### config.mk
export PLATFORM = sky130hd
export DESIGN_NAME = axis_pulse_gate_flat
export DESIGN_NICKNAME = d
export VERILOG_FILES = /design/src/rtl/axis_pulse_pkg.sv /design/src/rtl/axis_pulse_gate_if.sv /design/src/rtl/axis_reg_slice.sv /design/src/rtl/axis_pulse_gate.sv /design/src/flat_wrapper.sv
export SDC_FILE = /design/constraint.sdc
export NUM_CORES = 1
export LEC_CHECK = 0
export BUFFER_PORTS_ARGS = -buffer_cell sky130_fd_sc_hd__buf_2
export CORE_UTILIZATION = 58
export DETAILED_ROUTE_END_ITERATION = 7
export PLACE_DENSITY = 0.87
export SLEW_MARGIN = 20
export SYNTH_ARGS = -nofsm -noshare
export SYNTH_HDL_FRONTEND = slang
export SYNTH_SLANG_ARGS = --single-unit
### constraint.sdc
create_clock -name aclk -period 10.3 [get_ports aclk]
set_clock_uncertainty 0.2 [all_clocks]
set_input_delay 2.06 -clock aclk [delete_from_list [all_inputs] [get_ports aclk]]
set_output_delay 2.06 -clock aclk [all_outputs]
set_load 0.1 [all_outputs]
### src/rtl/axis_pulse_pkg.sv
// Shared definitions for the pulse gate: FSM encodings, cfg_data layout and edge select.
// The measurement block's status decode imports the same package.
package axis_pulse_pkg;

  typedef enum logic [2:0] {
    ST_IDLE = 3'd0,
    ST_ARM  = 3'd1,
    ST_WAIT = 3'd2,
    ST_PASS = 3'd3,
    ST_HOLD = 3'd4
  } state_e;

  localparam int CFG_W         = 128;
  localparam int CFG_THR_LSB   = 0;
  localparam int CFG_THR_W     = 16;
  localparam int CFG_HYST_LSB  = 16;
  localparam int CFG_HYST_W    = 16;
  localparam int CFG_FRAME_LSB = 32;
  localparam int CFG_HOLD_LSB  = 64;
  localparam int CFG_EN_BIT    = 96;
  localparam int CFG_EDGE_BIT  = 97;

  localparam logic EDGE_RISING  = 1'b0;
  localparam logic EDGE_FALLING = 1'b1;

endpackage

### src/rtl/axis_pulse_gate_if.sv
// AXI-Stream bundle used for both the raw sample input and the gated frame output.
interface axis_pulse_gate_if #(
  parameter int AXIS_TDATA_WIDTH = 16
);
  logic [AXIS_TDATA_WIDTH-1:0] tdata;
  logic                        tvalid;
  logic                        tready;
  logic                        tlast;

  modport master (output tdata, output tvalid, output tlast, input tready);
  modport slave  (input tdata, input tvalid, output tready);
endinterface

### src/rtl/axis_reg_slice.sv
// One-deep AXI-Stream output register; accepts a new beat whenever empty or draining.
module axis_reg_slice #(
  parameter int AXIS_TDATA_WIDTH = 16
) (
  input  logic                        aclk,
  input  logic                        areset,
  input  logic [AXIS_TDATA_WIDTH-1:0] in_data,
  input  logic                        in_valid,
  input  logic                        in_last,
  output logic                        in_ready,
  output logic [AXIS_TDATA_WIDTH-1:0] out_data,
  output logic                        out_valid,
  output logic                        out_last,
  input  logic                        out_ready
);

  logic [AXIS_TDATA_WIDTH-1:0] data_q, data_d;
  logic                        vld_q, vld_d;
  logic                        last_q, last_d;
  logic                        load;

  assign in_ready = ~vld_q | out_ready;
  assign load     = in_valid & in_ready;

  always_comb begin
    vld_d  = vld_q;
    data_d = data_q;
    last_d = last_q;
    if (load) begin
      vld_d  = 1'b1;
      data_d = in_data;
      last_d = in_last;
    end else if (out_ready) begin
      vld_d = 1'b0;
    end
  end

  always_ff @(posedge aclk or posedge areset) begin
    if (areset) begin
      vld_q  <= 1'b0;
      data_q <= '0;
      last_q <= 1'b0;
    end else begin
      vld_q  <= vld_d;
      data_q <= data_d;
      last_q <= last_d;
    end
  end

  assign out_data  = data_q;
  assign out_valid = vld_q;
  assign out_last  = last_q;

endmodule

### src/rtl/axis_pulse_gate.sv
// Threshold-triggered frame gate: arms with hysteresis, forwards frame_length samples
// per trigger with tlast on the final one, then discards a holdoff interval.
module axis_pulse_gate
  import axis_pulse_pkg::*;
#(
  parameter int AXIS_TDATA_WIDTH = 16,
  parameter int CNTR_WIDTH       = 16
) (
  input  logic             aclk,
  input  logic             areset,
  input  logic [CFG_W-1:0] cfg_data,
  output logic             trig_out,
  output logic [2:0]       state_id,
  output logic [31:0]      sts_data,
  axis_pulse_gate_if.slave  s_axis,
  axis_pulse_gate_if.master m_axis
);

  // Two guard bits keep threshold +/- hysteresis from ever wrapping.
  localparam int CMP_W = ((AXIS_TDATA_WIDTH > CFG_THR_W) ? AXIS_TDATA_WIDTH : CFG_THR_W) + 2;

  state_e                  state_q, state_d;
  logic [CNTR_WIDTH-1:0]   cnt_q, cnt_d, cnt_inc;
  logic [CNTR_WIDTH-1:0]   frame_len_q, frame_len_d;
  logic [CNTR_WIDTH-1:0]   holdoff_q, holdoff_d;
  logic [31:0]             sts_q, sts_d;

  logic signed [CMP_W-1:0] thr_s, hyst_s, sample_s, arm_lvl_s;
  logic [CNTR_WIDTH-1:0]   cfg_frame, cfg_holdoff;
  logic                    cfg_en, cfg_edge;
  logic                    arm_hit, trig_hit;
  logic                    s_tready, beat, slice_ready;
  logic                    fwd_valid, fwd_last;
  logic                    unused_cfg;

  assign thr_s       = CMP_W'(signed'(cfg_data[CFG_THR_LSB +: CFG_THR_W]));
  assign hyst_s      = signed'(CMP_W'(cfg_data[CFG_HYST_LSB +: CFG_HYST_W]));
  assign sample_s    = CMP_W'(signed'(s_axis.tdata));
  assign cfg_frame   = cfg_data[CFG_FRAME_LSB +: CNTR_WIDTH];
  assign cfg_holdoff = cfg_data[CFG_HOLD_LSB +: CNTR_WIDTH];
  assign cfg_en      = cfg_data[CFG_EN_BIT];
  assign cfg_edge    = cfg_data[CFG_EDGE_BIT];
  assign unused_cfg  = ^cfg_data;

  assign arm_lvl_s = (cfg_edge == EDGE_FALLING) ? (thr_s + hyst_s) : (thr_s - hyst_s);
  assign arm_hit   = (cfg_edge == EDGE_FALLING) ? (sample_s > arm_lvl_s) : (sample_s < arm_lvl_s);
  assign trig_hit  = (cfg_edge == EDGE_FALLING) ? (sample_s <= thr_s) : (sample_s >= thr_s);

  // WAIT shares the output-register ready so a trigger sample is never dropped.
  assign s_tready = ((state_q == ST_WAIT) || (state_q == ST_PASS)) ? slice_ready : 1'b1;
  assign beat     = s_axis.tvalid & s_tready;
  assign cnt_inc  = cnt_q + CNTR_WIDTH'(1);

  always_comb begin
    state_d     = state_q;
    cnt_d       = cnt_q;
    frame_len_d = frame_len_q;
    holdoff_d   = holdoff_q;
    sts_d       = sts_q;
    fwd_valid   = 1'b0;
    fwd_last    = 1'b0;
    trig_out    = 1'b0;
    case (state_q)
      ST_IDLE: begin
        if (cfg_en) state_d = ST_ARM;
      end
      ST_ARM: begin
        if (!cfg_en) state_d = ST_IDLE;
        else if (beat && arm_hit) state_d = ST_WAIT;
      end
      ST_WAIT: begin
        if (!cfg_en) begin
          state_d = ST_IDLE;
        end else if (beat && trig_hit) begin
          trig_out    = 1'b1;
          sts_d       = sts_q + 32'd1;
          frame_len_d = cfg_frame;
          holdoff_d   = cfg_holdoff;
          cnt_d       = '0;
          if (cfg_frame == '0) begin
            state_d = ST_HOLD;
          end else begin
            fwd_valid = 1'b1;
            fwd_last  = (cfg_frame == CNTR_WIDTH'(1));
            cnt_d     = fwd_last ? '0 : CNTR_WIDTH'(1);
            state_d   = fwd_last ? ST_HOLD : ST_PASS;
          end
        end
      end
      ST_PASS: begin
        // Enable is only consulted at the frame end so frames are never truncated.
        if (beat) begin
          fwd_valid = 1'b1;
          if (cnt_inc == frame_len_q) begin
            fwd_last = 1'b1;
            cnt_d    = '0;
            state_d  = cfg_en ? ST_HOLD : ST_IDLE;
          end else begin
            cnt_d = cnt_inc;
          end
        end
      end
      ST_HOLD: begin
        if (!cfg_en) begin
          state_d = ST_IDLE;
          cnt_d   = '0;
        end else if (holdoff_q == '0) begin
          state_d = ST_ARM;
        end else if (beat) begin
          if (cnt_inc == holdoff_q) begin
            state_d = ST_ARM;
            cnt_d   = '0;
          end else begin
            cnt_d = cnt_inc;
          end
        end
      end
      default: begin
        state_d = ST_IDLE;
        cnt_d   = '0;
      end
    endcase
  end

  always_ff @(posedge aclk or posedge areset) begin
    if (areset) begin
      state_q     <= ST_IDLE;
      cnt_q       <= '0;
      frame_len_q <= '0;
      holdoff_q   <= '0;
      sts_q       <= '0;
    end else begin
      state_q     <= state_d;
      cnt_q       <= cnt_d;
      frame_len_q <= frame_len_d;
      holdoff_q   <= holdoff_d;
      sts_q       <= sts_d;
    end
  end

  axis_reg_slice #(.AXIS_TDATA_WIDTH(AXIS_TDATA_WIDTH)) u_out_slice (
    .aclk      (aclk),
    .areset    (areset),
    .in_data   (s_axis.tdata),
    .in_valid  (fwd_valid),
    .in_last   (fwd_last),
    .in_ready  (slice_ready),
    .out_data  (m_axis.tdata),
    .out_valid (m_axis.tvalid),
    .out_last  (m_axis.tlast),
    .out_ready (m_axis.tready)
  );

  assign s_axis.tready = s_tready;
  assign state_id      = state_q;
  assign sts_data      = sts_q;

endmodule

### src/flat_wrapper.sv
// flat-port wrapper written by rule: the top's interface ports become plain ports
module axis_pulse_gate_flat import axis_pulse_pkg::*;
#(
  parameter int AXIS_TDATA_WIDTH = 16,
  parameter int CNTR_WIDTH       = 16
)
  (aclk, areset, cfg_data, trig_out, state_id, sts_data, s_axis_tdata, s_axis_tvalid, s_axis_tready, m_axis_tdata, m_axis_tvalid, m_axis_tlast, m_axis_tready);
  axis_pulse_gate_if #(.AXIS_TDATA_WIDTH(AXIS_TDATA_WIDTH)) s_axis_i ();
  axis_pulse_gate_if #(.AXIS_TDATA_WIDTH(AXIS_TDATA_WIDTH)) m_axis_i ();
  input  logic aclk;
  input  logic areset;
  input  logic [CFG_W-1:0] cfg_data;
  output logic trig_out;
  output logic [2:0] state_id;
  output logic [31:0] sts_data;
  input wire logic [$bits(s_axis_i.tdata)-1:0] s_axis_tdata;
  input wire logic [$bits(s_axis_i.tvalid)-1:0] s_axis_tvalid;
  output wire logic [$bits(s_axis_i.tready)-1:0] s_axis_tready;
  output wire logic [$bits(m_axis_i.tdata)-1:0] m_axis_tdata;
  output wire logic [$bits(m_axis_i.tvalid)-1:0] m_axis_tvalid;
  output wire logic [$bits(m_axis_i.tlast)-1:0] m_axis_tlast;
  input wire logic [$bits(m_axis_i.tready)-1:0] m_axis_tready;
  assign s_axis_i.tdata = s_axis_tdata;
  assign s_axis_i.tvalid = s_axis_tvalid;
  assign s_axis_tready = s_axis_i.tready;
  assign m_axis_tdata = m_axis_i.tdata;
  assign m_axis_tvalid = m_axis_i.tvalid;
  assign m_axis_tlast = m_axis_i.tlast;
  assign m_axis_i.tready = m_axis_tready;
  axis_pulse_gate #(.AXIS_TDATA_WIDTH(AXIS_TDATA_WIDTH), .CNTR_WIDTH(CNTR_WIDTH)) u_core (.aclk(aclk), .areset(areset), .cfg_data(cfg_data), .trig_out(trig_out), .state_id(state_id), .sts_data(sts_data), .s_axis(s_axis_i), .m_axis(m_axis_i));
endmodule
---- Yosys cells after proc, flatten, opt, wreduce, memory -nomap -nowiden ----
Index checks and enable logic that the tools add are counted.
W data, S select, Z words.
operators by class
  add/subtract/negate cells ............... 4
  magnitude comparators ................... 4
  equality and inequality tests ........... 18
  multiplexer cells ....................... 46
  bitwise operators ....................... 5
  reduce and logical (&&, ||, !) cells .... 11
operators with widths
  operator                 count
  $mux W16                 9
  $pmux W16 S4             1
  $mux W3                  14
  $add A32 B1 Y32 const B  1
  $eq A16 B16 Y1           2
  $logic_not A16 Y1        2
  $add A16 B17 Y18         1
  $gt A16 B18 Y1           1
  $lt A16 B18 Y1           1
  $mux W1                  18
  $mux W18                 1
  $sub A16 B17 Y18         1
  $add A16 B1 Y16 const B  1
  $eq A16 B1 Y1 const B    1
  $ge A16 B16 Y1           1
  $le A16 B16 Y1           1
  $pmux W3 S5              1
  $ne A2 B2 Y1 const B     4
  $ne A4 B2 Y1 const B     2
  $reduce_and A7 Y1        1
  $eq A3 B2 Y1 const B     2
  $ne A3 B2 Y1 const B     2
  $ne A3 B3 Y1 const B     2
  $reduce_and A6 Y1        1
  other kinds (13)         17
storage, ports and cells
  flip-flop bits (word level) ............. 101
  input port bits ......................... 148

---- Depth between registers and ports, before layout ----
Gate-level depths: netlist of the first run.
  depth after elaboration ................. 10
  depth in mapped cells ................... 26
  mapped depth without buffers ............ 26

---- By module ----
From an unflattened synthesis of the first run, not the netlist that was laid out.
second synthesis, totals
  cells, all modules ...................... 786
  area total of the unflattened synthesis .. 7608.5 sq um
modules (own cells, without submodules)
  module           instances  cells an instance  area each (sq um)  seq. area each (sq um)
  axis_pulse_gate  1          746                6872.8             2077.0
  axis_reg_slice   1          40                 735.7              450.4

---- Worst setup path after synthesis of the first run ----
OpenSTA, ideal clock, no wires.
  path type ............................... input -> register
  from .................................... input port cfg_data[97]
  to ...................................... register u_core.state_q[1], in the netlist u_core.state_id[1]
  library setup time ...................... 0.087 ns
  arrival ................................. 6.601 ns
  required time ........................... 10.013 ns
  path slack .............................. 3.413 ns
  cell stages on the path ................. 24
  cells stage by stage .................... clkbuf_1 -> clkbuf_1 -> nor2_1 -> xor2_1 -> ha_1 -> nor2b_1 -> o21a_1 -> o21ai_0 -> a211oi_1 -> o21ai_0 -> a211oi_1 -> a211o_1 -> a21oi_1 -> xor2_1 -> ha_1 -> a21oi_1 -> nand2_1 -> a21o_1 -> a211o_1 -> xnor2_1 -> mux2_2 -> o22ai_1 -> or4b_2 -> o211ai_1
on the way
  word-level cells in the longest chain between the ends .. 6
RTL lines
  item                                                     line                    source
  start: declaration                                       flat_wrapper.sv:12      input logic [CFG_W-1:0] cfg_data;
  $mux W18                                                 axis_pulse_gate.sv:45   assign arm_lvl_s = (cfg_edge == EDGE_FALLING) ? (thr_s + hyst_s) : (thr_s - hyst_s);
  $lt A16 B18 Y1 / $gt A16 B18 Y1 (equally long branches)  axis_pulse_gate.sv:46   assign arm_hit = (cfg_edge == EDGE_FALLING) ? (sample_s > arm_lvl_s) : (sample_s < arm_lvl_s);
  $mux W1                                                  axis_pulse_gate.sv:46
  $logic_and A1 B1 Y1                                      axis_pulse_gate.sv:69   else if (beat && arm_hit) state_d = ST_WAIT;
  $ne A3 B2 Y1 (no source line)                            -
  $reduce_and A7 Y1 (no source line) (*)                   -
  end signal: assignment                                   axis_pulse_gate.sv:133  state_q <= state_d;
  end: declaration                                         axis_pulse_gate.sv:22   state_e state_q, state_d;
Every way passes the cells marked *; elsewhere a longest branch is shown, timed or not.
A chain may end at the register's enable or synchronous reset.

---- Worst setup path in the final report of the first run ----
  from .................................... input port cfg_data[15]
  to ...................................... output port trig_out
on the way
  word-level cells in the longest chain between the ends .. 6
RTL lines
  item                                                     line                   source
  $ge A16 B16 Y1 / $le A16 B16 Y1 (equally long branches)  axis_pulse_gate.sv:47  assign trig_hit = (cfg_edge == EDGE_FALLING) ? (sample_s <= thr_s) : (sample_s >= thr_s);
  $mux W1 (*)                                              axis_pulse_gate.sv:47
  $logic_and A1 B1 Y1 (*)                                  axis_pulse_gate.sv:74  end else if (beat && trig_hit) begin
  $mux W1 (*)                                              axis_pulse_gate.sv:74
  $mux W1 (*)                                              axis_pulse_gate.sv:72  if (!cfg_en) begin
  $mux W1 (*)                                              axis_pulse_gate.sv:63  case (state_q)
  end: declaration                                         flat_wrapper.sv:13     output logic trig_out;
Marked as above.

==> results of run 1 <==
[worst max-delay path by stage]
stage | depth (start not counted) | end | start
finish | 11 | trig_out | cfg_data[15]
global route | 11 | trig_out | cfg_data[15]
CTS | 11 | trig_out | cfg_data[15]
detailed placement | 24 | u_core.state_id[0]$_DFFE_PP0P_ | cfg_data[19]
global placement | 11 | trig_out | cfg_data[15]
floorplan | 24 | u_core.state_id[1]$_DFFE_PP0P_ | cfg_data[97]
[metal layers]
| layer | GRT usage (%) | vias to the layer above | wire length (microns) |
|---|---|---|---|
| li1 | - | 2960 | - |
| met1 | 38.7 | 2964 | 8030 |
| met2 | 46.4 | 257 | 8530 |
| met3 | 6.17 | 33 | 1280 |
| met4 | 10.6 | 0 | 319 |
| met5 | 0 | - | 0 |
[cell type report]
type	instances	area, sq um	share of cell area (%)
Clock inverter	6	77.6	0.919
Sequential cell	101	2530	29.9
Clock buffer	9	225	2.67
Inverter	40	153	1.81
Tap cell	168	210	2.49
Timing Repair Buffer	142	716	8.48
Multi-Input combinational cell	578	4530	53.7
[where the power goes]
| part | leakage (nW) | internal (mW) | switching [mW] |
|---|---|---|---|
| logic | 2.61 | 0.330 | 0.612 |
| clock network | 0.146 | 0.192 | 0.162 |
| registers | 1.30 | 0.506 | 0.125 |
[worst max-delay path: cells and delay by family]
kind	cells	cell delay, ns
compound gates	2	0.42
fa+ha+maj	1	0.34
buf+inv	4	1.18
simple gates	4	0.98
[registers in the layout, indices dropped and copies added, names as in the netlist]
signal	cells
u_core.cnt_q	16
u_core.frame_len_q	16
u_core.holdoff_q	16
u_core.state_id	3
u_core.sts_data	32
u_core.u_out_slice.out_data	16
u_core.u_out_slice.out_last	1
u_core.u_out_slice.out_valid	1
[logic make-up after synthesis]
kind of cell	Yosys count	synth area share [%]
AND/OR/NAND/NOR	228	17.3
XOR/XNOR	105	13.9
flip-flops	101	34.2
adder cells (fa/ha/maj)	56	9.58
multiplexers	52	7.92
buffers and inverters	72	4.57
AO/OA/AOI/OAI	137	12.5
[layout by cell type, fill, tap and decap left out, types with 34 or more instances in the layout]
cell type,instances
sky130_fd_sc_hd__ha_1,55
sky130_fd_sc_hd__xor2_1,39
sky130_fd_sc_hd__inv_1,39
sky130_fd_sc_hd__nor2_1,42
sky130_fd_sc_hd__xnor2_1,58
sky130_fd_sc_hd__buf_2,140
sky130_fd_sc_hd__nand2_1,34
sky130_fd_sc_hd__a21oi_1,36
sky130_fd_sc_hd__mux2_2,43
sky130_fd_sc_hd__dfrtp_1,101
==> reports/summary.log, run 1 <==
qor: detailed_routing.overall_routed_net_length 18.2 mm
qor: synth.synthesis.nets 955
qor: detailed_routing.drt_first_iter_violations 397
qor: synth.synthTopCellsByCount sky130_fd_sc_hd__dfrtp_1 (101), sky130_fd_sc_hd__xnor2_1 (58), sky130_fd_sc_hd__ha_1 (55), sky130_fd_sc_hd__mux2_2 (43), sky130_fd_sc_hd__nor2_1 (42)
qor: pwr.max-vdd-ir-drop 0.153 mV
qor: worst_setup_path.crit_type in2out
qor: worst_setup_path.slowest_stage sky130_fd_sc_hd__buf_2
qor: timing.number_of_hold_slack_violations_in_the_final_timing_report 0
qor: timing.fin_worst_hold_slack 0.287 ns
qor: worst_setup_path.worstRegToRegCells 10
qor: die.initial_utilization 60.6%
qor: place.detailedPlacementHpwl 13.6 mm
qor: job.maxCapViolations 0
qor: clock_tree.clockBufferDepth 2
qor: clock_tree.tritoncts_num_sinks 101
qor: worst_setup_path.crit_path_start_kind input pin
qor: clock_tree.cts_buffers 9
qor: worst_setup_path.worst-r2r-setup-slack 6.04 ns
qor: clock_tree.tritoncts done
qor: timing.min_period_over_period 70.4%
qor: synth.synth_edf_count 0
qor: pwr.cellLeakagePower 4.06 nW
qor: global_route.wire_length_of_the_first_global_routing_pass 29.6 mm
qor: global_route.grt.overflow.total 0
qor: detailed_routing.wl_per_cell 17.4 microns
qor: clock_tree.worst_setup_hold_path_clk_slew 0.07 ns
qor: min_path.timing.hold.worst.start u_core.sts_data[31]$_DFFE_PP0P_
qor: place.dpl.cell_count 1029
qor: pwr.p_total 1.93 mW
qor: clock_tree.ctsResizeCount 0
qor: min_path.min_path_cells 1
qor: synth.syn_inst 751
qor: worst_setup_path.critical_path_required 8.04 ns
qor: timing.postLayoutSetupSlackWorst 3.05 ns
qor: finish.finish.net_count 1076
qor: detailed_routing.drc 0
qor: finish.antenna-diode-count 0
qor: timing.final.min_clock_period 7.25 ns
qor: die.number_of_top_level_pins 203
qor: clock_tree.cts_max_level 3
qor: detailed_routing.drt.antenna.violating_nets 0
qor: timing.tightestPinTransition 0.939 ns
qor: synth.sequential_to_total_area_share_from_yosys_stat 34.2%
qor: global_route.groute.usage.overall 28.9%
qor: die.die_area 0.0132 sq mm
qor: place.numPortBuffers 140
qor: finish.finish.cell_count_without_fillers 1044
qor: finish.post-route-util 69.1%
qor: clock_tree.clk-insertion-delay-late 0.35 ns
qor: timing.relSlewSlack 37.2%
qor: synth.synthArstFlopShare 100%
qor: synth.yosysMostFrequentCell sky130_fd_sc_hd__dfrtp_1
qor: finish.drive_above_1_share 24.4%
qor: synth.post_synth_instance_area 0.00739 sq mm
qor: clock_tree.clock_tree.root_cell sky130_fd_sc_hd__clkbuf_16
qor: synth.synth_top_cell_area_share 34.2%
qor: worst_setup_path.regToRegEndpoint u_core.cnt_q[7]$_DFFE_PP0P_
qor: pwr.power_per_cell_area 228 mW/mm^2
qor: worst_setup_path.crit_path_max_fanout 43
qor: clock_tree.cts.hold.buffers_added 0
qor: timing.setup_tns 0 ns
qor: synth.synth-warning-count 0
qor: synth.synth-seq-cells 101
qor: global_route.first_global_vias 5921
qor: worst_setup_path.timing.critical_path.mode_cell sky130_fd_sc_hd__buf_2
qor: worst_setup_path.critical_path.reg2reg.startpoint u_core.cnt_q[0]$_DFFE_PP0P_
qor: detailed_routing.routed_via_count_divided_by_cell_count 5.95
qor: min_path.worstHoldEndpoint u_core.sts_data[31]$_DFFE_PP0P_
qor: detailed_routing.drt-pass1-iter-count 5
qor: min_path.timing.hold.worst.class reg2reg
qor: timing.drv_slew 0
qor: worst_setup_path.worstPathCellList buf_2 > inv_1 > ha_1 > nand4_1 > nor4_1 > a21boi_1 > or4_1 > a22oi_1 > nor4_4 > buf_4 > buf_2
qor: worst_setup_path.crit_arrival 4.99 ns
qor: finish.final.fill_count 967
qor: place.routability_congestion_estimate_from_global_placement 0.947
qor: timing.setup_violations 0
qor: timing.rsz_0062_raised_after_global_routing no
qor: worst_setup_path.worst_setup_path_end_kind output port
qor: place.place_ws 2.93 ns
qor: synth.synth_area_per_cell 9.85 sq um
qor: die.core_area 0.0122 sq mm
qor: timing.fmaxAchievable 0.138 GHz
qor: worst_setup_path.max_stage_delay 0.52 ns
qor: place.placed_area 0.00814 sq mm
qor: synth.ys_top_cells_by_area sky130_fd_sc_hd__dfrtp_1 (34%), sky130_fd_sc_hd__ha_1 (9.3%), sky130_fd_sc_hd__xnor2_1 (6.9%), sky130_fd_sc_hd__mux2_2 (6.5%), sky130_fd_sc_hd__xor2_1 (4.6%)
qor: finish.post_layout_instance_area 0.00844 sq mm
qor: die.die_h 115 microns
qor: global_route.grt_antenna_before_repair 0
qor: synth.ys.flop_type sky130_fd_sc_hd__dfrtp_1
qor: synth.synth_top_cell_by_area sky130_fd_sc_hd__dfrtp_1
qor: detailed_routing.route.vias.total 6214
qor: synth.synthDistinctLibCells 70
qor: finish.syn2layout_area_growth 14.2%
qor: clock_tree.post_cts_buffers 0
qor: die.die_width 115 microns
qor: global_route.grt_start_max_net_pins 65
qor: outcome.status complete, no violations
qor: die.fp-row-count 40
No activity file was read; power rests on OpenSTA's default activity.
==> run 2: changes to the inputs <==
--- a/config.mk
+++ b/config.mk
@@ -6,9 +6,9 @@
 export NUM_CORES = 1
 export LEC_CHECK = 0
 export BUFFER_PORTS_ARGS = -buffer_cell sky130_fd_sc_hd__buf_2
-export CORE_UTILIZATION = 58
+export CORE_UTILIZATION = 54
 export DETAILED_ROUTE_END_ITERATION = 7
-export PLACE_DENSITY = 0.87
+export PLACE_DENSITY = 0.82
 export SLEW_MARGIN = 20
 export SYNTH_ARGS = -nofsm -noshare
 export SYNTH_HDL_FRONTEND = slang
==> constraint.sdc (replaced) <==
create_clock -name aclk -period 7.1 [get_ports aclk]
set_clock_uncertainty 0.2 [all_clocks]
set_input_delay 1.42 -clock aclk [delete_from_list [all_inputs] [get_ports aclk]]
set_output_delay 1.42 -clock aclk [all_outputs]
set_load 0.1 [all_outputs]
==> run 2 against run 1 <==
  * Sequential power increased by 44%
  * Count of clock-buffer cells in the layout unchanged
  * Largest power group unchanged
  * Core utilization down 5.3 points
  * Flip-flop and latch count stayed put
  * Hold slack worse by 0.029 ns
  * Sequential share of layout area fell by 0.14 points
  * Worst setup slack lost 2.3 ns
==> reports/summary.log, run 2 (synthesized netlist as in run 1, its figures left out) <==
qor: clock_tree.cts_buffers 9 [unchanged]
qor: worst_setup_path.crit_path_max_fanout 3 [was 43]
qor: min_path.timing.hold.worst.start u_core.sts_data[31]$_DFFE_PP0P_ [unchanged]
qor: worst_setup_path.max_stage_delay 0.62 ns [was 0.52 ns]
qor: global_route.groute.usage.overall 26.5% [was 28.9%]
qor: detailed_routing.drc 0 [unchanged]
qor: pwr.internal_power_of_the_cells 1.53 mW [was 1.03 mW]
qor: detailed_routing.drt-pass1-iter-count 5 [unchanged]
qor: timing.setup_violations 0 [unchanged]
qor: pwr.p_total 2.83 mW [was 1.93 mW]
qor: global_route.first_global_vias 5997 [was 5921]
qor: global_route.grt_antenna_before_repair 0 [unchanged]
qor: pwr.sw_frac_of_total 45.8% [was 46.7%]
qor: clock_tree.post_cts_buffers 0 [unchanged]
qor: die.die_h 119 microns [was 115 microns]
qor: pwr.max-vdd-ir-drop 0.226 mV [was 0.153 mV]
qor: outcome.status complete, no violations [unchanged]
qor: die.number_of_top_level_pins 203 [unchanged]
qor: finish.final_cell_mix sky130_fd_sc_hd__buf_2 (140), sky130_fd_sc_hd__dfrtp_1 (101), sky130_fd_sc_hd__xnor2_1 (58) [unchanged]
qor: min_path.timing.hold.worst.class reg2reg [unchanged]
qor: worst_setup_path.critical_path_required 7.17 ns [was 8.04 ns]
qor: pwr.combinational_cell_fraction_of_total_power 48.0% [was 48.9%]
qor: timing.relSlewSlack 22.7% [was 37.2%]
qor: worst_setup_path.critical_path.reg2reg.startpoint u_core.cnt_q[0]$_DFFE_PP0P_ [unchanged]
qor: worst_setup_path.worst_setup_path_end_kind flop [was output port]
qor: timing.setup_tns 0 ns [unchanged]
qor: timing.min_period_over_period 90.0%
qor: finish.syn2layout_area_growth 14.7% [was 14.2%]
qor: detailed_routing.drt_first_iter_violations 480 [was 397]
qor: timing.tightestPinTransition 1.15 ns [was 0.939 ns]
qor: die.die_width 119 microns [was 115 microns]
qor: clock_tree.clock_tree.root_cell sky130_fd_sc_hd__clkbuf_16 [unchanged]
qor: worst_setup_path.crit_start cfg_data[16] [was cfg_data[15]]
qor: place.place_ws 0.368 ns [was 2.93 ns]
qor: global_route.grt.overflow.total 0 [unchanged]
qor: finish.final_common_cell sky130_fd_sc_hd__buf_2 [unchanged]
qor: finish.drive_above_1_share 24.4% [about the same]
qor: die.die_area 0.0142 sq mm [was 0.0132 sq mm]
qor: pwr.cellLeakagePower 4.08 nW [was 4.06 nW]
qor: place.routability_congestion_estimate_from_global_placement 0.934 [was 0.947]
qor: timing.postLayoutSetupSlackWorst 0.709 ns [was 3.05 ns]
qor: detailed_routing.wl_per_cell 16.8 microns [was 17.4 microns]
qor: finish.finish.net_count 1076 [unchanged]
qor: clock_tree.cts.hold.buffers_added 0 [unchanged]
qor: pwr.power_per_cell_area 333 mW/mm^2 [was 228 mW/mm^2]
qor: timing.drv_slew 0 [unchanged]
qor: global_route.grt_start_max_net_pins 61 [was 65]
qor: worst_setup_path.timing.critical_path.mode_cell sky130_fd_sc_hd__ha_1 [was sky130_fd_sc_hd__buf_2]
qor: worst_setup_path.crit_path_start_kind input pin [unchanged]
qor: timing.rsz_0062_raised_after_global_routing no [unchanged]
qor: clock_tree.worst_setup_hold_path_clk_slew 0.08 ns [was 0.07 ns]
qor: clock_tree.ctsResizeCount 0 [unchanged]
qor: worst_setup_path.crit_type in2reg [was in2out]
qor: pwr.p_switching 1.29 mW [was 899 uW]
qor: job.maxCapViolations 0 [unchanged]
qor: clock_tree.tritoncts done [unchanged]
qor: clock_tree.tritoncts_num_sinks 101 [unchanged]
qor: clock_tree.clockBufferDepth 2 [unchanged]
qor: timing.number_of_hold_slack_violations_in_the_final_timing_report 0 [unchanged]
qor: global_route.wire_length_of_the_first_global_routing_pass 29.8 mm [was 29.6 mm]
qor: worst_setup_path.crit_arrival 6.46 ns [was 4.99 ns]
qor: clock_tree.cts_max_level 3 [unchanged]
qor: worst_setup_path.slowest_stage sky130_fd_sc_hd__or4b_2 [was sky130_fd_sc_hd__buf_2]
qor: pwr.p_clk_share 19.8% [was 18.4%]
qor: die.initial_utilization 55.6% [was 60.6%]
qor: finish.post-route-util 63.8% [was 69.1%]
qor: clock_tree.clk-insertion-delay-late 0.35 ns [about the same]
qor: place.numPortBuffers 140 [unchanged]
qor: die.fp-row-count 42 [was 40]
qor: detailed_routing.drt.antenna.violating_nets 0 [unchanged]
qor: die.core_area 0.0133 sq mm [was 0.0122 sq mm]
qor: pwr.seq_power_share 32.2% [was 32.7%]
qor: finish.antenna-diode-count 0 [unchanged]
qor: finish.largest_reg_flops 32 [unchanged]
qor: detailed_routing.routed_via_count_divided_by_cell_count 5.86 [was 5.95]
qor: detailed_routing.overall_routed_net_length 17.6 mm [was 18.2 mm]
qor: timing.fmaxAchievable 0.156 GHz
qor: place.detailedPlacementHpwl 13.4 mm [was 13.6 mm]
qor: detailed_routing.route.vias.total 6174 [was 6214]
qor: timing.final.min_clock_period 6.39 ns
==> run 2: power groups by stage <==
stage	registers (mW)	clock network [mW]	logic, mW
floorplan	1.30	0	0.701
global placement	0.909	0	1.33
detailed placement	0.918	0	1.35
CTS	0.907	0.571	1.36
global route	0.935	0.592	1.45
finish	0.909	0.560	1.36
==> run 2: worst max-delay path: cells and delay by family <==
family	cells	cell delay (ns)
adders and majority gates	3	0.82
buffers and inverters	2	0.17
AOI/OAI and AO/OA	12	2.31
and+or+nand+nor	4	0.95
muxes	1	0.22
xor gates and xnor gates	3	0.57
==> run 2: final timing paths <==
| check | endpoint | slack, ns | depth (start not counted) |
|---|---|---|---|
| min reg2reg | u_core.sts_data[31]$_DFFE_PP0P_ | 0.26 | 1 |
| min | u_core.sts_data[31]$_DFFE_PP0P_ | 0.26 | 1 |
| max | u_core.state_id[1]$_DFFE_PP0P_ | 0.71 | 25 |
| max reg2reg | u_core.cnt_q[7]$_DFFE_PP0P_ | 2.84 | 10 |
| max in group asynchronous | u_core.holdoff_q[12]$_DFFE_PP0P_ | 4.65 | 3 |
| min in group asynchronous | u_core.u_out_slice.out_data[9]$_DFFE_PP0P_ | 0.92 | 2 |
==> run 2: layer usage <==
layer | global-route usage [%] | part of all wire [%]
met1 | 37.0 | 46
met3 | 4.84 | 7.4
met5 | 0 | 0
met4 | 9.73 | 2.1
met2 | 41.1 | 44
==> run 2: layout make-up <==
cell class / count / area [sq um]
well taps: 176 / 220
clock buffers: 9 / 225
clock inverters: 7 / 111
fillers: 1049 / 4810
repair buffers: 142 / 716
inverters: 40 / 153
multi-input cells: 578 / 4530
flip-flops and latches: 101 / 2530
==> run 2: through the flow <==
stage	area, sq um	std cells	hold WS, ns
floorplan	7390	751	0.301
global placement	8150	1037	0.252
detailed placement	8150	1037	0.256
CTS	8480	1053	0.266
global route	8480	1053	0.274
finish	8480	1053	0.258
==> run 3: changes to the inputs <==
--- a/config.mk
+++ b/config.mk
@@ -5,8 +5,10 @@
 export SDC_FILE = /design/constraint.sdc
 export NUM_CORES = 1
 export LEC_CHECK = 0
+export ABC_AREA = 1
 export BUFFER_PORTS_ARGS = -buffer_cell sky130_fd_sc_hd__buf_2
-export CORE_UTILIZATION = 54
+export CAP_MARGIN = 25
+export CORE_UTILIZATION = 55
 export DETAILED_ROUTE_END_ITERATION = 7
 export PLACE_DENSITY = 0.82
 export SLEW_MARGIN = 20
==> run 3 against run 2 <==
  * Non-clock buffer count up 1
  * Combinational power grew 6%
  * Hold slack better by 0.018 ns
  * Routed wire length is 19% higher
  * Cell area is 7.8% higher
  * Die area increased by 6.2%
  * Synthesized cell count grew 55%
  * Synthesized area up 8.3%
  * First-iteration DRC count down 6.9%
  * Critical path type unchanged
==> reports/summary.log, run 3 <==
qor: outcome.status complete, no violations [unchanged]
qor: synth.synth_top_cell_by_area sky130_fd_sc_hd__dfrtp_1 [unchanged]
qor: synth.sequential_to_total_area_share_from_yosys_stat 31.6% [was 34.2%]
qor: finish.syn2layout_area_growth 14.2% [was 14.7%]
qor: global_route.wire_length_of_the_first_global_routing_pass 34.5 mm [was 29.8 mm]
qor: finish.finish.cell_count_without_fillers 1487 [was 1053]
qor: detailed_routing.drc 0 [unchanged]
qor: detailed_routing.wl_per_cell 14.2 microns [was 16.8 microns]
qor: clock_tree.cts_buffers 9 [unchanged]
qor: synth.synth-seq-cells 101 [unchanged]
qor: clock_tree.cts_max_level 3 [unchanged]
qor: global_route.grt.overflow.total 0 [unchanged]
qor: place.routability_congestion_estimate_from_global_placement 0.938 [was 0.934]
qor: synth.synth-warning-count 0 [unchanged]
qor: min_path.timing.hold.worst.class reg2reg [unchanged]
qor: finish.final_cell_mix sky130_fd_sc_hd__nand2_1 (384), sky130_fd_sc_hd__inv_1 (140), sky130_fd_sc_hd__buf_2 (140) [was sky130_fd_sc_hd__buf_2 (140), sky130_fd_sc_hd__dfrtp_1 (101), sky130_fd_sc_hd__xnor2_1 (58)]
qor: worst_setup_path.crit_path_max_fanout 4 [was 3]
qor: place.place_ws 0.828 ns [was 0.368 ns]
qor: finish.final.fill_count 1286 [was 1049]
qor: clock_tree.tritoncts done [unchanged]
qor: synth.synthDistinctLibCells 41 [was 70]
qor: synth.synth_edf_count 0 [unchanged]
qor: clock_tree.clockBufferDepth 2 [unchanged]
qor: timing.setup_tns 0 ns [unchanged]
qor: synth.synthArstFlopShare 100% [unchanged]
qor: worst_setup_path.timing.critical_path.mode_cell sky130_fd_sc_hd__nand2_1 [was sky130_fd_sc_hd__ha_1]
qor: min_path.min_path_cells 2 [was 1]
qor: timing.number_of_hold_slack_violations_in_the_final_timing_report 0 [unchanged]
qor: die.core_area 0.0140 sq mm [was 0.0133 sq mm]
qor: worst_setup_path.crit_type in2reg [unchanged]
qor: finish.post_layout_instance_area 0.00914 sq mm [was 0.00848 sq mm]
qor: synth.synthesis.nets 1370 [was 955]
qor: place.detailedPlacementHpwl 16.5 mm [was 13.4 mm]
qor: worst_setup_path.worst_setup_path_end_kind flop [unchanged]
qor: pwr.power_per_cell_area 306 mW/mm^2 [was 333 mW/mm^2]
qor: worst_setup_path.critical_path_required 7.21 ns [was 7.17 ns]
qor: clock_tree.post_cts_buffers 0 [unchanged]
qor: timing.setup_violations 0 [unchanged]
qor: detailed_routing.drt.antenna.violating_nets 0 [unchanged]
qor: synth.ys.flop_type sky130_fd_sc_hd__dfrtp_1 [unchanged]
qor: pwr.seq_power_share 30.9% [was 32.2%]
qor: clock_tree.ctsResizeCount 0 [unchanged]
qor: clock_tree.worst_setup_hold_path_clk_slew 0.07 ns [was 0.08 ns]
qor: pwr.sw_frac_of_total 52.4% [was 45.8%]
qor: clock_tree.clk-insertion-delay-late 0.37 ns [was 0.35 ns]
qor: clock_tree.tritoncts_num_sinks 101 [unchanged]
qor: detailed_routing.drt-pass1-iter-count 6 [was 5]
qor: worst_setup_path.crit_arrival 6.04 ns [was 6.46 ns]
qor: clock_tree.cts.hold.buffers_added 0 [unchanged]
qor: place.dpl.cell_count 1469 [was 1037]
qor: timing.rsz_0062_raised_after_global_routing no [unchanged]
qor: timing.final.min_clock_period 5.93 ns [was 6.39 ns]
qor: detailed_routing.drt_first_iter_violations 447 [was 480]
qor: detailed_routing.routed_via_count_divided_by_cell_count 5.39 [was 5.86]
qor: pwr.combinational_cell_fraction_of_total_power 51.4% [was 48.0%]
qor: finish.finish.net_count 1504 [was 1076]
qor: global_route.grt_antenna_before_repair 2 [was 0]
qor: synth.synthTopCellsByCount sky130_fd_sc_hd__nand2_1 (384), sky130_fd_sc_hd__inv_1 (141), sky130_fd_sc_hd__dfrtp_1 (101), sky130_fd_sc_hd__nor2_1 (97), sky130_fd_sc_hd__nand3_1 (81) [was sky130_fd_sc_hd__dfrtp_1 (101), sky130_fd_sc_hd__xnor2_1 (58), sky130_fd_sc_hd__ha_1 (55), sky130_fd_sc_hd__mux2_2 (43), sky130_fd_sc_hd__nor2_1 (42)]
qor: finish.largest_reg_flops 32 [unchanged]
qor: job.maxCapViolations 0 [unchanged]
qor: pwr.max-vdd-ir-drop 0.272 mV [was 0.226 mV]
qor: timing.min_period_over_period 83.6% [was 90.0%]
qor: global_route.first_global_vias 7565 [was 5997]
qor: worst_setup_path.worstRegToRegCells 14 [was 10]
qor: die.die_width 123 microns [was 119 microns]
qor: clock_tree.clock_tree.root_cell sky130_fd_sc_hd__clkbuf_16 [unchanged]
qor: timing.drv_slew 0 [unchanged]
qor: die.fp-row-count 43 [was 42]
qor: timing.relSlewSlack 48.1% [was 22.7%]
qor: pwr.internal_power_of_the_cells 1.33 mW [was 1.53 mW]
qor: timing.tightestPinTransition 0.777 ns [was 1.15 ns]
qor: die.initial_utilization 57.0% [was 55.6%]
qor: worst_setup_path.crit_path_start_kind input pin [unchanged]
qor: pwr.p_clk_share 17.7% [was 19.8%]
qor: detailed_routing.route.vias.total 8012 [was 6174]
qor: synth.syn_inst 1166 [was 751]
qor: timing.fmaxAchievable 0.169 GHz [was 0.156 GHz]
qor: global_route.groute.usage.overall 29.3% [was 26.5%]
qor: pwr.p_switching 1.47 mW [was 1.29 mW]
qor: synth.synth_top_cell_area_share 31.6% [was 34.2%]
qor: synth.synth_area_per_cell 6.87 sq um [was 9.85 sq um]
qor: worst_setup_path.slowest_stage sky130_fd_sc_hd__nor4_1 [was sky130_fd_sc_hd__or4b_2]
qor: finish.final_common_cell sky130_fd_sc_hd__nand2_1 [was sky130_fd_sc_hd__buf_2]
qor: pwr.cellLeakagePower 4.96 nW [was 4.08 nW]
qor: synth.ys_top_cells_by_area sky130_fd_sc_hd__dfrtp_1 (32%), sky130_fd_sc_hd__nand2_1 (18%), sky130_fd_sc_hd__ha_1 (8.6%), sky130_fd_sc_hd__inv_1 (6.6%), sky130_fd_sc_hd__nand3_1 (5.1%) [was sky130_fd_sc_hd__dfrtp_1 (34%), sky130_fd_sc_hd__ha_1 (9.3%), sky130_fd_sc_hd__xnor2_1 (6.9%), sky130_fd_sc_hd__mux2_2 (6.5%), sky130_fd_sc_hd__xor2_1 (4.6%)]
qor: synth.post_synth_instance_area 0.00801 sq mm [was 0.00739 sq mm]
qor: die.die_h 123 microns [was 119 microns]
qor: die.die_area 0.0150 sq mm [was 0.0142 sq mm]
qor: timing.postLayoutSetupSlackWorst 1.17 ns [was 0.709 ns]
qor: finish.drive_above_1_share 15.5% [was 24.4%]
qor: die.number_of_top_level_pins 203 [unchanged]
qor: global_route.grt_start_max_net_pins 81 [was 61]
qor: pwr.p_total 2.80 mW [was 2.83 mW]
qor: synth.yosysMostFrequentCell sky130_fd_sc_hd__nand2_1 [was sky130_fd_sc_hd__dfrtp_1]
qor: worst_setup_path.max_stage_delay 0.42 ns [was 0.62 ns]
qor: place.placed_area 0.00885 sq mm [was 0.00815 sq mm]
qor: place.numPortBuffers 140 [unchanged]
qor: detailed_routing.overall_routed_net_length 21.1 mm [was 17.6 mm]
[run 3: changes by cell type after synthesis, moves of 11 or more]
| cell | before | now |
|---|---|---|
| sky130_fd_sc_hd__mux2_2 | 43 | 0 |
| sky130_fd_sc_hd__nand2_1 | 34 | 384 |
| sky130_fd_sc_hd__nor2_1 | 42 | 97 |
| sky130_fd_sc_hd__a22o_1 | 12 | 0 |
| sky130_fd_sc_hd__nand3_1 | 33 | 81 |
| sky130_fd_sc_hd__nand4_1 | 21 | 35 |
| sky130_fd_sc_hd__inv_1 | 40 | 141 |
| sky130_fd_sc_hd__xnor2_1 | 58 | 21 |
| sky130_fd_sc_hd__and3_1 | 13 | 2 |
| sky130_fd_sc_hd__o21ai_0 | 19 | 50 |
[run 3: layer usage]
metal	up-vias	GRT usage (%)	routed length (microns)
met2	239	51.1	10400
met5	-	0	0
met3	45	4.83	1070
met4	0	13.1	609
li1	4022	-	-
met1	3706	35.4	9020
[run 3: layout make-up]
| class | count | area (sq um) | share of cell area [%] |
|---|---|---|---|
| multi-input cells | 900 | 4830 | 52.8 |
| flip-flops and latches | 101 | 2530 | 27.6 |
| repair buffers | 143 | 727 | 7.95 |
| inverters | 145 | 547 | 5.98 |
| clock buffers | 10 | 229 | 2.50 |
| well taps | 180 | 225 | 2.46 |
| clock inverters | 6 | 55.1 | 0.602 |
| diodes | 2 | 5.00 | 0.0547 |
[run 3: power groups by stage]
stage               logic [mW]  registers (mW)  clock network (mW)
finish                    1.44           0.866               0.495
global route              1.57           0.888               0.521
CTS                       1.44           0.866               0.499
detailed placement        1.43           0.871                   0
global placement          1.41           0.872                   0
floorplan                0.625            1.39                   0
[run 3: final timing paths]
kind                                                                 start                                    endpoint  slack [ns]
worst min register to register  u_core.u_out_slice.out_data[8]$_DFFE_PP0P_  u_core.u_out_slice.out_data[8]$_DFFE_PP0P_        0.28
max in group asynchronous                                           areset                 u_core.cnt_q[4]$_DFFE_PP0P_        4.89
min in group asynchronous                                           areset             u_core.sts_data[13]$_DFFE_PP0P_        0.80
worst min-delay path            u_core.u_out_slice.out_data[8]$_DFFE_PP0P_  u_core.u_out_slice.out_data[8]$_DFFE_PP0P_        0.28
worst max-delay path                                          cfg_data[17]              u_core.state_id[2]$_DFFE_PP0P_        1.17
worst max register to register              u_core.state_id[2]$_DFFE_PP0P_  u_core.u_out_slice.out_data[0]$_DFFE_PP0P_        3.65
[run 3: critical path, delay by kind of cell]
| kind | cells | cell delay (ns) |
|---|---|---|
| AOI/OAI and AO/OA | 2 | 0.41 |
| xor gates and xnor gates | 2 | 0.29 |
| adders and majority gates | 3 | 0.86 |
| buffers and inverters | 2 | 0.19 |
| and+or+nand+nor | 21 | 2.84 |
[run 3: kinds of logic after synthesis]
family	count (synthesis)	share of synthesized area [%]
simple gates	676	37.5
buf+inv	165	8.13
compound gates	104	7.00
flops	101	31.6
xor+xnor	64	7.00
fa+ha+maj	56	8.85
[run 3: stage by stage]
stage,hold WS (ns),util [%]
6_report,0.276,65.1
3_3_place_gp,0.251,63.0
2_1_floorplan,0.262,-
5_1_grt,0.302,65.1
4_1_cts,0.272,65.1
3_5_place_dp,0.254,63.0
